File: src/rtl/peri_bus_pkg.sv
// Shared types and constants for the peripheral bus router.
package peri_bus_pkg;

  typedef enum logic [1:0] {
    ST_IDLE = 2'd0,
    ST_REQ  = 2'd1,
    ST_WAIT = 2'd2,
    ST_RESP = 2'd3
  } state_e;

  localparam logic [31:0] ERR_RDATA      = 32'hDEAD_BEEF;
  localparam int          NUM_PERI_DEF   = 4;
  localparam logic [63:0] DEF_BASE_TABLE = {16'h1003, 16'h1002, 16'h1001, 16'h1000};

  function automatic int idx_width(input int n);
    return (n > 1) ? $clog2(n) : 1;
  endfunction

endpackage

File: src/rtl/peri_addr_decode.sv
// Maps addr[31:16] to a priority-resolved one-hot port hit and its index;
// when windows overlap the lowest port index wins.
module peri_addr_decode
  import peri_bus_pkg::*;
#(
  parameter int                     NUM_PERI        = NUM_PERI_DEF,
  parameter logic [NUM_PERI*16-1:0] BASE_ADDR_TABLE = DEF_BASE_TABLE,
  localparam int                    IDX_W           = idx_width(NUM_PERI)
) (
  input  logic [15:0]         addr_hi,
  output logic [NUM_PERI-1:0] hit_vec,
  output logic                hit,
  output logic [IDX_W-1:0]    port_idx
);

  logic [NUM_PERI-1:0] match;

  always_comb begin
    // NOTE: every combinational output gets a default first so no path leaves it unassigned (no latch).
    match = '0;
    for (int p = 0; p < NUM_PERI; p++) begin
      match[p] = (addr_hi == BASE_ADDR_TABLE[p*16 +: 16]);
    end
  end

  // Scan from the top down so the lowest matching index is written last.
  always_comb begin
    hit_vec  = '0;
    port_idx = '0;
    for (int p = NUM_PERI - 1; p >= 0; p--) begin
      if (match[p]) begin
        hit_vec    = '0;
        hit_vec[p] = 1'b1;
        port_idx   = IDX_W'(p);
      end
    end
  end

  assign hit = |match;

endmodule

File: src/rtl/peri_bus_router.sv
// Single-master to NUM_PERI-port bus router with IDLE/REQ/WAIT/RESP handshake.
// Optional WAIT-state timeout enabled by defining PERI_BUS_TIMEOUT_EN.
module peri_bus_router
  import peri_bus_pkg::*;
#(
  parameter int                     NUM_PERI        = NUM_PERI_DEF,
  parameter logic [NUM_PERI*16-1:0] BASE_ADDR_TABLE = DEF_BASE_TABLE,
  parameter int                     TIMEOUT_CYCLES  = 255
) (
  input  logic                     clk_i,
  input  logic                     rst_n_i,
  input  logic                     peri_rden_i,
  input  logic                     peri_wren_i,
  input  logic [31:0]              peri_addr_i,
  input  logic [31:0]              peri_wdata_i,
  input  logic [3:0]               peri_wstrb_i,
  output logic                     peri_ready_o,
  output logic [31:0]              peri_rdata_o,
  output logic                     peri_err_o,
  output logic [NUM_PERI*32-1:0]   addr_32b_o,
  output logic [NUM_PERI*32-1:0]   din_32b_o,
  output logic [NUM_PERI*4-1:0]    wstrb_o,
  output logic [NUM_PERI-1:0]      wren_o,
  output logic [NUM_PERI-1:0]      rden_o,
  input  logic [NUM_PERI-1:0]      dout_32b_valid_i,
  input  logic [NUM_PERI*32-1:0]   dout_32b_i
);

  localparam int IDX_W = idx_width(NUM_PERI);

  if (NUM_PERI < 1 || NUM_PERI > 16 || TIMEOUT_CYCLES < 1 || TIMEOUT_CYCLES > 65535) begin : g_bad_param
    $error("peri_bus_router: parameter out of range");
  end

  state_e           state_q, state_d;
  logic [IDX_W-1:0] port_q;
  logic [31:0]      addr_q, wdata_q, rdata_q;
  logic [3:0]       wstrb_q;
  logic             write_q, err_q;

  logic [NUM_PERI-1:0] hit_vec;
  logic                hit;
  logic [IDX_W-1:0]    hit_idx;
  logic                req, port_valid, wait_done;

  peri_addr_decode #(
    .NUM_PERI        (NUM_PERI),
    .BASE_ADDR_TABLE (BASE_ADDR_TABLE)
  ) u_decode (
    .addr_hi  (peri_addr_i[31:16]),
    .hit_vec  (hit_vec),
    .hit      (hit),
    .port_idx (hit_idx)
  );

  assign req        = peri_rden_i | peri_wren_i;
  assign port_valid = dout_32b_valid_i[port_q];

`ifdef PERI_BUS_TIMEOUT_EN
  localparam logic [15:0] TMO_LAST = 16'(TIMEOUT_CYCLES - 1);
  logic [15:0] tmo_cnt_q;

  always_ff @(posedge clk_i or negedge rst_n_i) begin
    if (!rst_n_i)                tmo_cnt_q <= '0;
    else if (state_q == ST_REQ)  tmo_cnt_q <= '0;
    else if (state_q == ST_WAIT) tmo_cnt_q <= tmo_cnt_q + 16'd1;
  end

  assign wait_done = port_valid || (tmo_cnt_q == TMO_LAST);
`else
  assign wait_done = port_valid;
`endif

  always_comb begin
    state_d = state_q;
    unique case (state_q)
      ST_IDLE: if (req) state_d = (|hit_vec) ? ST_REQ : ST_RESP;
      ST_REQ:  state_d = ST_WAIT;
      ST_WAIT: if (wait_done) state_d = ST_RESP;
      ST_RESP: state_d = ST_IDLE;
      default: state_d = ST_IDLE;
    endcase
  end

  always_ff @(posedge clk_i or negedge rst_n_i) begin
    // NOTE: the datapath registers are reset too, because rdata/err are visible outputs that must read 0.
    if (!rst_n_i) begin
      state_q <= ST_IDLE;
      port_q  <= '0;
      addr_q  <= '0;
      wdata_q <= '0;
      wstrb_q <= '0;
      write_q <= 1'b0;
      rdata_q <= '0;
      err_q   <= 1'b0;
    end else begin
      // NOTE: non-blocking assignments so every register samples the pre-edge values.
      state_q <= state_d;
      if (state_q == ST_IDLE && req) begin
        port_q  <= hit_idx;
        addr_q  <= peri_addr_i;
        wdata_q <= peri_wdata_i;
        wstrb_q <= peri_wstrb_i;
        write_q <= peri_wren_i;
        if (!hit) begin
          rdata_q <= ERR_RDATA;
          err_q   <= 1'b1;
        end
      end
      if (state_q == ST_WAIT && wait_done) begin
        if (port_valid) begin
          rdata_q <= write_q ? 32'h0 : dout_32b_i[port_q*32 +: 32];
          err_q   <= 1'b0;
        end else begin
          rdata_q <= ERR_RDATA;
          err_q   <= 1'b1;
        end
      end
    end
  end

  // Port-side strobes and payload exist only in REQ, on the selected slice.
  always_comb begin
    addr_32b_o = '0;
    din_32b_o  = '0;
    wstrb_o    = '0;
    wren_o     = '0;
    rden_o     = '0;
    if (state_q == ST_REQ) begin
      addr_32b_o[port_q*32 +: 32] = addr_q;
      din_32b_o[port_q*32 +: 32]  = wdata_q;
      wstrb_o[port_q*4 +: 4]      = wstrb_q;
      if (write_q) wren_o[port_q] = 1'b1;
      else         rden_o[port_q] = 1'b1;
    end
  end

  assign peri_ready_o = (state_q == ST_RESP);
  assign peri_rdata_o = rdata_q;
  assign peri_err_o   = err_q;

endmodule

File: config.mk
export PLATFORM = sky130hd
export DESIGN_NAME = peri_bus_router
export DESIGN_NICKNAME = d
export VERILOG_FILES = /design/src/rtl/peri_bus_pkg.sv /design/src/rtl/peri_addr_decode.sv /design/src/rtl/peri_bus_router.sv
export SDC_FILE = /design/constraint.sdc
export NUM_CORES = 1
export LEC_CHECK = 0
export BUFFER_PORTS_ARGS = -buffer_cell sky130_fd_sc_hd__buf_2
export CAP_MARGIN = 20
export CORE_AREA = 2 2 202 204
export DETAILED_ROUTE_END_ITERATION = 8
export DIE_AREA = 0 0 204 206
export SKIP_LAST_GASP = 1
export SLEW_MARGIN = 20
export SYNTH_ARGS = -nofsm -noshare
export SYNTH_HDL_FRONTEND = slang
export SYNTH_SLANG_ARGS = --single-unit
File: constraint.sdc
create_clock -name clk_i -period 7.6 [get_ports clk_i]
set_clock_uncertainty 0.15 [all_clocks]
set_input_delay 0.38 -clock clk_i [delete_from_list [all_inputs] [get_ports clk_i]]
set_output_delay 0.38 -clock clk_i [all_outputs]
set_load 0.03 [all_outputs]
==> flow_metrics.tcl, run 1 <==
set metrics [dict create \
    vias 7119 \
    final_util_pct 25.7 \
    status "finished clean" \
    fillers 4418 \
    post_synth.cell_area_avg_sq_um 8.87 \
    rows 74 \
    hpwlAfterDp_um 19900 \
    wl_per_cell_um 14.6 \
    yosysWarnings 0 \
    power.total_mw 2.83 \
    syn_nets 997 \
    critPathRequiredTime_ns 7.07 \
    grt_pass1_vias 6481 \
    ant_nets 0 \
    hp-class "in -> reg" \
    startpoint_type "flip-flop" \
    period_share_pct 50.0 \
    switching_power_mw 1.31 \
    power.leakage_nw 5.84 \
    max_freq_mhz 263 \
    path_clk_slew_ns 0.07 \
    firstDrtPassIters 4 \
    dieArea_sq_um 42000 \
    layout_setup_ws_ns 3.80 \
    hold_violations 0 \
    cap_viol_max_count 0 \
    antennaDiodeCount 0 \
    synth-main-ff-cell "dfrtp_1" \
    cts_buffers 9 \
    layout_common_cells "buf_2, and2_1, nand2_1" \
    place_congestion 0.826 \
    cts_tree "built" \
    mostFrequentLayoutCell "buf_2" \
    grt.overflow.total 0 \
    timing.setup.tns_ns 0 \
    setup_violations 0 \
    synth_edf_count 0 \
    nets 1473 \
    maxSlewViolCount 0 \
    synth.distinct_cells 28 \
    netSwitchingFraction_pct 46.3 \
    cts_root_buffer "clkbuf_16" \
    power_frac_seq_pct 38.5 \
    cts_sinks 106 \
    worstMarginPinSlew_ns 0.818 \
    cts_buffer_depth 2 \
    routed_wl_um 26200 \
    p_clk_share_pct 17.2 \
    drt_iter0_drc 283 \
    ys_seq_area_share_pct 38.1 \
    end_kind "output pin" \
    dieHeight_um 206 \
    h-tree-depth 3 \
    grt_max_degree 73 \
    worstPathArrival_ns 3.27 \
    drc 0 \
    routed_via_density 3.97 \
    antenna_found_initial 0 \
    area_delta_synth_final_pct 48.6 \
    syn_inst 784 \
    crit_type "reg -> out" \
    io_pins 518 \
    synthArstFlopShare_pct 100 \
    p_per_area_nw_per_um2 273 \
    track_usage_pct 11.8 \
    coreArea_sq_um 40200 \
    p_int_mw 1.52 \
    die_w_um 204 \
    start_util_pct 17.3 \
    syn_area_sq_um 6960 \
    relSlewSlack_pct 45.4 \
    drive_gt1_share_pct 46.0 \
    min_period_ns 3.80 \
    grt_pass1_wl_um 37500 \
    clk-insertion-delay-late_ns 0.37 \
    ir_drop_uv 110 \
    comb_power_share_pct 44.3 \
    port_buffers 517 \
    ys_ff_latch 106 \
    crit_fanout 68 \
    pre_cts_ws_ns 3.84 \
    rsz0062_at_grt "false" \
]
-- what timing repair did --
| item | in CTS | in global routing |
|---|---|---|
| buffers inserted | 0 | 0 |
| gates resized for setup | 0 | 0 |
| hold endpoints to repair | 52 | 0 |
| hold buffers | 1 | 0 |
-- cell families (layout without fill, tap and decap cells) --
| group | Yosys count | in the layout | synth area share, % |
|---|---|---|---|
| and+or+nand+nor | 529 | 529 | 40.3 |
| DFF | 106 | 106 | 38.1 |
| buffers and inverters | 64 | 543 | 3.90 |
| AOI/OAI and AO/OA | 42 | 42 | 5.23 |
| muxes | 34 | 34 | 10.8 |
| adders and majority gates | 9 | 9 | 1.62 |
-- synth_stat cells (all sizes together) (4+ instances only) --
library cell | number | area, sq um
nor2b | 27 | 169
and4 | 4 | 35.0
buf | 11 | 72.6
a22o | 8 | 70.1
nand2 | 208 | 788
ha | 9 | 113
clkbuf | 48 | 180
dfrtp | 106 | 2650
o22a | 25 | 219
inv | 5 | 18.8
mux4 | 33 | 743
and3 | 4 | 25.0
and2 | 276 | 1730
nor2 | 5 | 18.8
-- critical path: stages (launching register included) --
cell	delay, ns
dfrtp_2	0.34
buf_4	0.53
inv_1	0.24
ha_1	0.32
nor2b_1	0.22
and4b_4	0.71
and2_1	0.24
buf_2	0.21
-- worst paths after layout --
kind / end / slack, ns / cells past startpoint / from
worst min register to register: peri_rdata_o[20]$_DFFE_PN0P_ / 0.35 / 1 / peri_rdata_o[20]$_DFFE_PN0P_
worst max register to register: peri_rdata_o[13]$_DFFE_PN0P_ / 4.94 / 5 / port_q[0]$_DFFE_PN0P_
max in group asynchronous: port_q[0]$_DFFE_PN0P_ / 5.59 / 3 / rst_n_i
worst min-delay path: wdata_q[30]$_DFFE_PN0P_ / 0.05 / 3 / peri_wdata_i[30]
worst max-delay path: din_32b_o[127] / 3.80 / 7 / port_q[0]$_DFFE_PN0P_
min in group asynchronous: wdata_q[7]$_DFFE_PN0P_ / 0.45 / 2 / rst_n_i
-- metrics by stage --
| stage | hold WS (ns) | cell area, sq um | cells |
|---|---|---|---|
| floorplan | -0.0656 | 6960 | 784 |
| global placement | 0.310 | 10000 | 1780 |
| detailed placement | 0.323 | 10000 | 1780 |
| CTS | 0.0119 | 10300 | 1795 |
| global route | 0.0250 | 10300 | 1795 |
| finish | 0.0487 | 10300 | 1795 |
-- layer usage --
layer / vias up / GRT usage, % / routed length [um]
met1: 3303 / 12.8 / 9960
met5: - / 0 / 0
met3: 25 / 3.23 / 1980
li1: 3465 / - / -
met2: 326 / 21.8 / 13600
met4: 0 / 4.48 / 644
-- registers in the layout, indices dropped and copies added (netlist names) --
signal        count
peri_rdata_o     32
state_q           2
wdata_q          32
addr_q           32
write_q           1
port_q            2
peri_err_o        1
wstrb_q           4
-- power by group through the flow --
stage | Combinational, mW | Sequential, mW | Clock, mW
final | 1.25 | 1.09 | 0.487
after global routing | 1.39 | 1.13 | 0.532
after CTS | 1.27 | 1.09 | 0.518
after detailed placement | 1.27 | 1.10 | 0
after global placement | 1.24 | 1.09 | 0
after floorplan | 0.765 | 1.12 | 0
-- layout make-up --
cell class / count / area [sq um] / share of cell area, %
multi-input cells: 614 / 4060 / 39.3
clock buffers: 11 / 253 / 2.44
clock inverters: 3 / 40.0 / 0.387
repair buffers: 524 / 2650 / 25.6
flip-flops and latches: 106 / 2650 / 25.7
inverters: 5 / 18.8 / 0.182
well taps: 532 / 666 / 6.44
Power figures use the tool's default switching activity.
==> run 2: changes to the inputs <==
- clock period: 7.6 -> 3.7 ns (I/O delays scaled with it)
==> flow_metrics.tcl, run 2 (synthesis results as in run 1) <==
set metrics [dict create \
    cts_tree "built" \
    r2r_setup_slack_ns 1.08 \
    top_usage_layer "met2" \
    min_period_ns 2.98 \
    power.leakage_nw 6.19 \
    startpoint_type "flip-flop" \
    clk-insertion-delay-late_ns 0.37 \
    antennaDiodeCount 0 \
    maxSlewViolCount 0 \
    grt_pass1_vias 7036 \
    track_usage_pct 12.5 \
    cap_viol_max_count 0 \
    rsz0062_at_grt "false" \
    ir_drop_uv 209 \
    routed_via_density 4.02 \
    io_pins 518 \
    cts_buffer_depth 2 \
    timing.setup.tns_ns 0 \
    dp_cells 1789 \
    hold_violations 0 \
    firstDrtPassIters 4 \
    coreArea_sq_um 40200 \
    drc 0 \
    path_clk_slew_ns 0.07 \
    worstMarginPinSlew_ns 0.776 \
    hpwlAfterDp_um 21600 \
    status "finished clean" \
    antenna_found_initial 0 \
    critPathRequiredTime_ns 3.37 \
    port_buffers 517 \
    grt.overflow.total 0 \
    start_util_pct 17.3 \
    p_per_area_nw_per_um2 535 \
    max_freq_mhz 335 \
    vias 7534 \
    place_congestion 0.819 \
    routed_wl_um 27800 \
    area_delta_synth_final_pct 60.2 \
    worstPathArrival_ns 2.65 \
    drive_gt1_share_pct 43.9 \
    cts_sinks 106 \
    hp-class "in -> reg" \
    dieArea_sq_um 42000 \
    grt_pass1_wl_um 39800 \
    layout_common_cells "buf_2, and2_1, nand2_1" \
    mostFrequentLayoutCell "buf_2" \
    grt.met3_usage_pct 3.60 \
    stdcell_count 1875 \
    period_share_pct 80.6 \
    crit_fanout 26 \
    h-tree-depth 3 \
    relSlewSlack_pct 48.1 \
    cts_buffers 9 \
    rows 74 \
    end_kind "output pin" \
    grtUsageMet2_pct 22.9 \
    grt_max_degree 69 \
    wl_per_cell_um 14.8 \
    drt_iter0_drc 336 \
    dieHeight_um 206 \
    grtUsageMet1_pct 13.2 \
    die_w_um 204 \
    ant_nets 0 \
    crit_type "reg -> out" \
    cts_root_buffer "clkbuf_16" \
    nets 1551 \
    setup_violations 0 \
    fillers 4318 \
]
==> run 2: cell count changes in the layout (fill, tap and decap cells not counted), sizes merged <==
cell / previous run / this run
clkbuf: 11 / 15
dlygate4sd3: 1 / 70
buf: 523 / 532
clkinv: 2 / 0
==> run 2: repair_timing <==
| action | CTS | global route |
|---|---|---|
| gates resized for setup | 0 | 0 |
| setup endpoints to repair | 0 | 0 |
| buffers inserted | 0 | 0 |
| hold buffers | 70 | 0 |
| hold endpoints to repair | 120 | 0 |
==> run 2: area by class of cell <==
cell class | count | area (sq um) | area share (%)
clock buffer | 15 | 288 | 2.58
clock inverter | 1 | 30.0 | 0.270
inverter | 5 | 18.8 | 0.168
multi-input combinational | 614 | 4060 | 36.4
sequential | 106 | 2650 | 23.8
tap | 532 | 666 | 5.98
timing repair buffer | 602 | 3430 | 30.8
==> run 2: where the power goes <==
part	internal [mW]	switching, mW
combinational	0.943	1.71
sequential	1.68	0.580
clock	0.600	0.440
total	3.22	2.73
==> run 2: final timing paths <==
path | endpoint | depth (start not counted) | from
max | din_32b_o[46] | 7 | state_q[1]$_DFFE_PN0P_
min | peri_rdata_o[14]$_DFFE_PN0P_ | 3 | dout_32b_i[110]
max reg2reg | peri_rdata_o[29]$_DFFE_PN0P_ | 5 | port_q[0]$_DFFE_PN0P_
min reg2reg | peri_rdata_o[20]$_DFFE_PN0P_ | 1 | peri_rdata_o[20]$_DFFE_PN0P_
max in group asynchronous | port_q[0]$_DFFE_PN0P_ | 3 | rst_n_i
min in group asynchronous | wdata_q[15]$_DFFE_PN0P_ | 2 | rst_n_i
==> run 2: through the flow <==
stage / hold WS [ns] / power [mW] / worst slack (ns) / utilization, % / area, sq um
final: 0.111 / 5.96 / 0.717 / 27.7 / 11100
after global routing: 0.0923 / 6.42 / 0.477 / 27.7 / 11100
after CTS: 0.0684 / 6.08 / 0.653 / 27.7 / 11100
after detailed placement: 0.120 / 4.92 / 1.05 / 25.2 / 10100
after global placement: 0.110 / 4.86 / 1.10 / 25.2 / 10100
after floorplan: -0.261 / 3.87 / 0.887 / - / 6960
==> run 2: worst max-delay path: stages (launching register included) <==
cell,delay (ns)
dfrtp_1,0.41
inv_1,0.09
ha_1,0.27
nor2b_1,0.22
and4_2,0.56
buf_4,0.35
and2_1,0.17
buf_2,0.19
==> run 2: layer usage <==
metal / share of wire [%] / vias up
met5: 0 / -
met2: 52 / 345
met4: 3.8 / 0
met3: 7.6 / 38
met1: 37 / 3532
li1: - / 3619
==> run 3: changes to the inputs <==
- clock period: 3.7 -> 2.84 ns (I/O delays scaled with it)
==> flow_metrics.tcl, run 3 (synthesis results as in run 1) <==
set metrics [dict create \
    seq_area_sq_um 2650 \
    power.leakage_nw 6.20 \
    cts_buffers 9 \
    critPathRequiredTime_ns 2.55 \
    route.met2.wl_um 14300 \
    cts_root_buffer "clkbuf_16" \
    period_share_pct 92.8 \
    p_per_area_nw_per_um2 687 \
    fillers 4262 \
    port_buffers 517 \
    status "finished clean" \
    whs_ns 0.0756 \
    drive_gt1_share_pct 44.1 \
    path_clk_slew_ns 0.07 \
    hold_violations 0 \
    cts_buffer_depth 2 \
    end_kind "output pin" \
    startpoint_type "flip-flop" \
    multi_input_area_sq_um 4060 \
    firstDrtPassIters 4 \
    top_layer_used "met4" \
    track_usage_pct 12.2 \
    area_delta_synth_final_pct 60.8 \
    routed_wl_um 27800 \
    min_period_ns 2.64 \
    io_pins 518 \
    setup_violations 0 \
    met3WireLength_um 2050 \
    cts_sinks 106 \
    vias 7509 \
    maxSlewViolCount 0 \
    h-tree-depth 3 \
    dieHeight_um 206 \
    coreArea_sq_um 40200 \
    dp_cells 1789 \
    final_util_pct 27.8 \
    nets 1553 \
    stdcell_count 1875 \
    critPathSlowestCell "dfrtp_1" \
    placed_cell_area_sq_um 10200 \
    mostFrequentLayoutCell "buf_2" \
    max_freq_mhz 379 \
    crit_fanout 34 \
    path_cells "inv_1 > ha_1 > nor2b_1 > and4b_2 > clkbuf_16 > and2_1 > buf_2" \
    grt.overflow.total 0 \
    grt_max_degree 70 \
    worstMarginPinSlew_ns 0.711 \
    crit_type "reg -> out" \
    cpPeakStageDelay_ns 0.41 \
    place_congestion 0.815 \
    pre_cts_ws_ns 0.531 \
    ir_drop_uv 385 \
    layout_setup_ws_ns 0.204 \
    worstPathArrival_ns 2.34 \
    hp-class "in -> reg" \
    cap_viol_max_count 0 \
    ctsResizeCount 0 \
    routed_via_density 4.00 \
    layout_common_cells "buf_2, and2_1, nand2_1" \
    post-route-cell-area_sq_um 11200 \
    grt_pass1_vias 6853 \
    antenna_found_initial 1 \
    start_util_pct 17.3 \
    antennaDiodeCount 0 \
    rows 74 \
    wl_per_cell_um 14.8 \
    power.total_mw 7.68 \
    wl_met1_um 10700 \
    relSlewSlack_pct 52.6 \
    dieArea_sq_um 42000 \
    clk-insertion-delay-late_ns 0.37 \
    drc 0 \
    rsz0062_at_grt "true" \
    drt_iter0_drc 362 \
    hpwlAfterDp_um 20500 \
    die_w_um 204 \
    grt_pass1_wl_um 38900 \
    cts_tree "built" \
    timing.setup.tns_ns 0 \
    ant_nets 0 \
]
==> run 3: cell types whose count changed in the layout (fill, tap and decap cells not counted), sizes merged <==
cell	before	now
bufinv	1	0
buf	532	533
clkinv	0	1
clkbuf	15	13
clkinvlp	0	1
==> run 3: cell type report <==
class,instances,area share [%]
inverter,5,0.168
timing repair buffer,604,31.4
clock inverter,2,0.112
sequential,106,23.7
multi-input combinational,614,36.3
tap,532,5.95
clock buffer,12,2.38
==> run 3: critical path, delay by kind of cell, from the launching register on <==
family,cells,cell delay [ns]
buffers and inverters,3,0.54
DFF,1,0.41
adders and majority gates,1,0.27
and+or+nand+nor,3,0.72
==> run 3: timing repair <==
| item | CTS | global route |
|---|---|---|
| hold buffers | 70 | 0 |
| setup buffers | 0 | 1 |
| hold endpoints to repair | 116 | 0 |
| setup endpoints to repair | 0 | 21 |
==> run 3: report_power, final <==
| part | switching (mW) | internal, mW | total, mW |
|---|---|---|---|
| clock network | 0.580 | 0.656 | 1.24 |
| registers | 0.761 | 2.19 | 2.95 |
| logic | 2.23 | 1.27 | 3.49 |
| total | 3.57 | 4.11 | 7.68 |
==> run 3: final timing paths <==
| check | startpoint | end | slack (ns) | cells after the start |
|---|---|---|---|---|
| max | state_q[1]$_DFFE_PN0P_ | addr_32b_o[120] | 0.20 | 7 |
| min | dout_32b_i[104] | peri_rdata_o[8]$_DFFE_PN0P_ | 0.08 | 3 |
| max reg2reg | port_q[0]$_DFFE_PN0P_ | peri_rdata_o[23]$_DFFE_PN0P_ | 0.53 | 5 |
| min reg2reg | peri_rdata_o[12]$_DFFE_PN0P_ | peri_rdata_o[12]$_DFFE_PN0P_ | 0.35 | 1 |
| max in group asynchronous | rst_n_i | addr_q[16]$_DFFE_PN0P_ | 1.56 | 3 |
| min in group asynchronous | rst_n_i | wdata_q[18]$_DFFE_PN0P_ | 0.21 | 2 |
==> run 3: metal layers <==
metal  global-route usage, %  up-vias
li1                        -     3630
met1                    13.5     3487
met2                    22.3      358
met3                    2.93       34
met4                    5.25        0
met5                       0        -
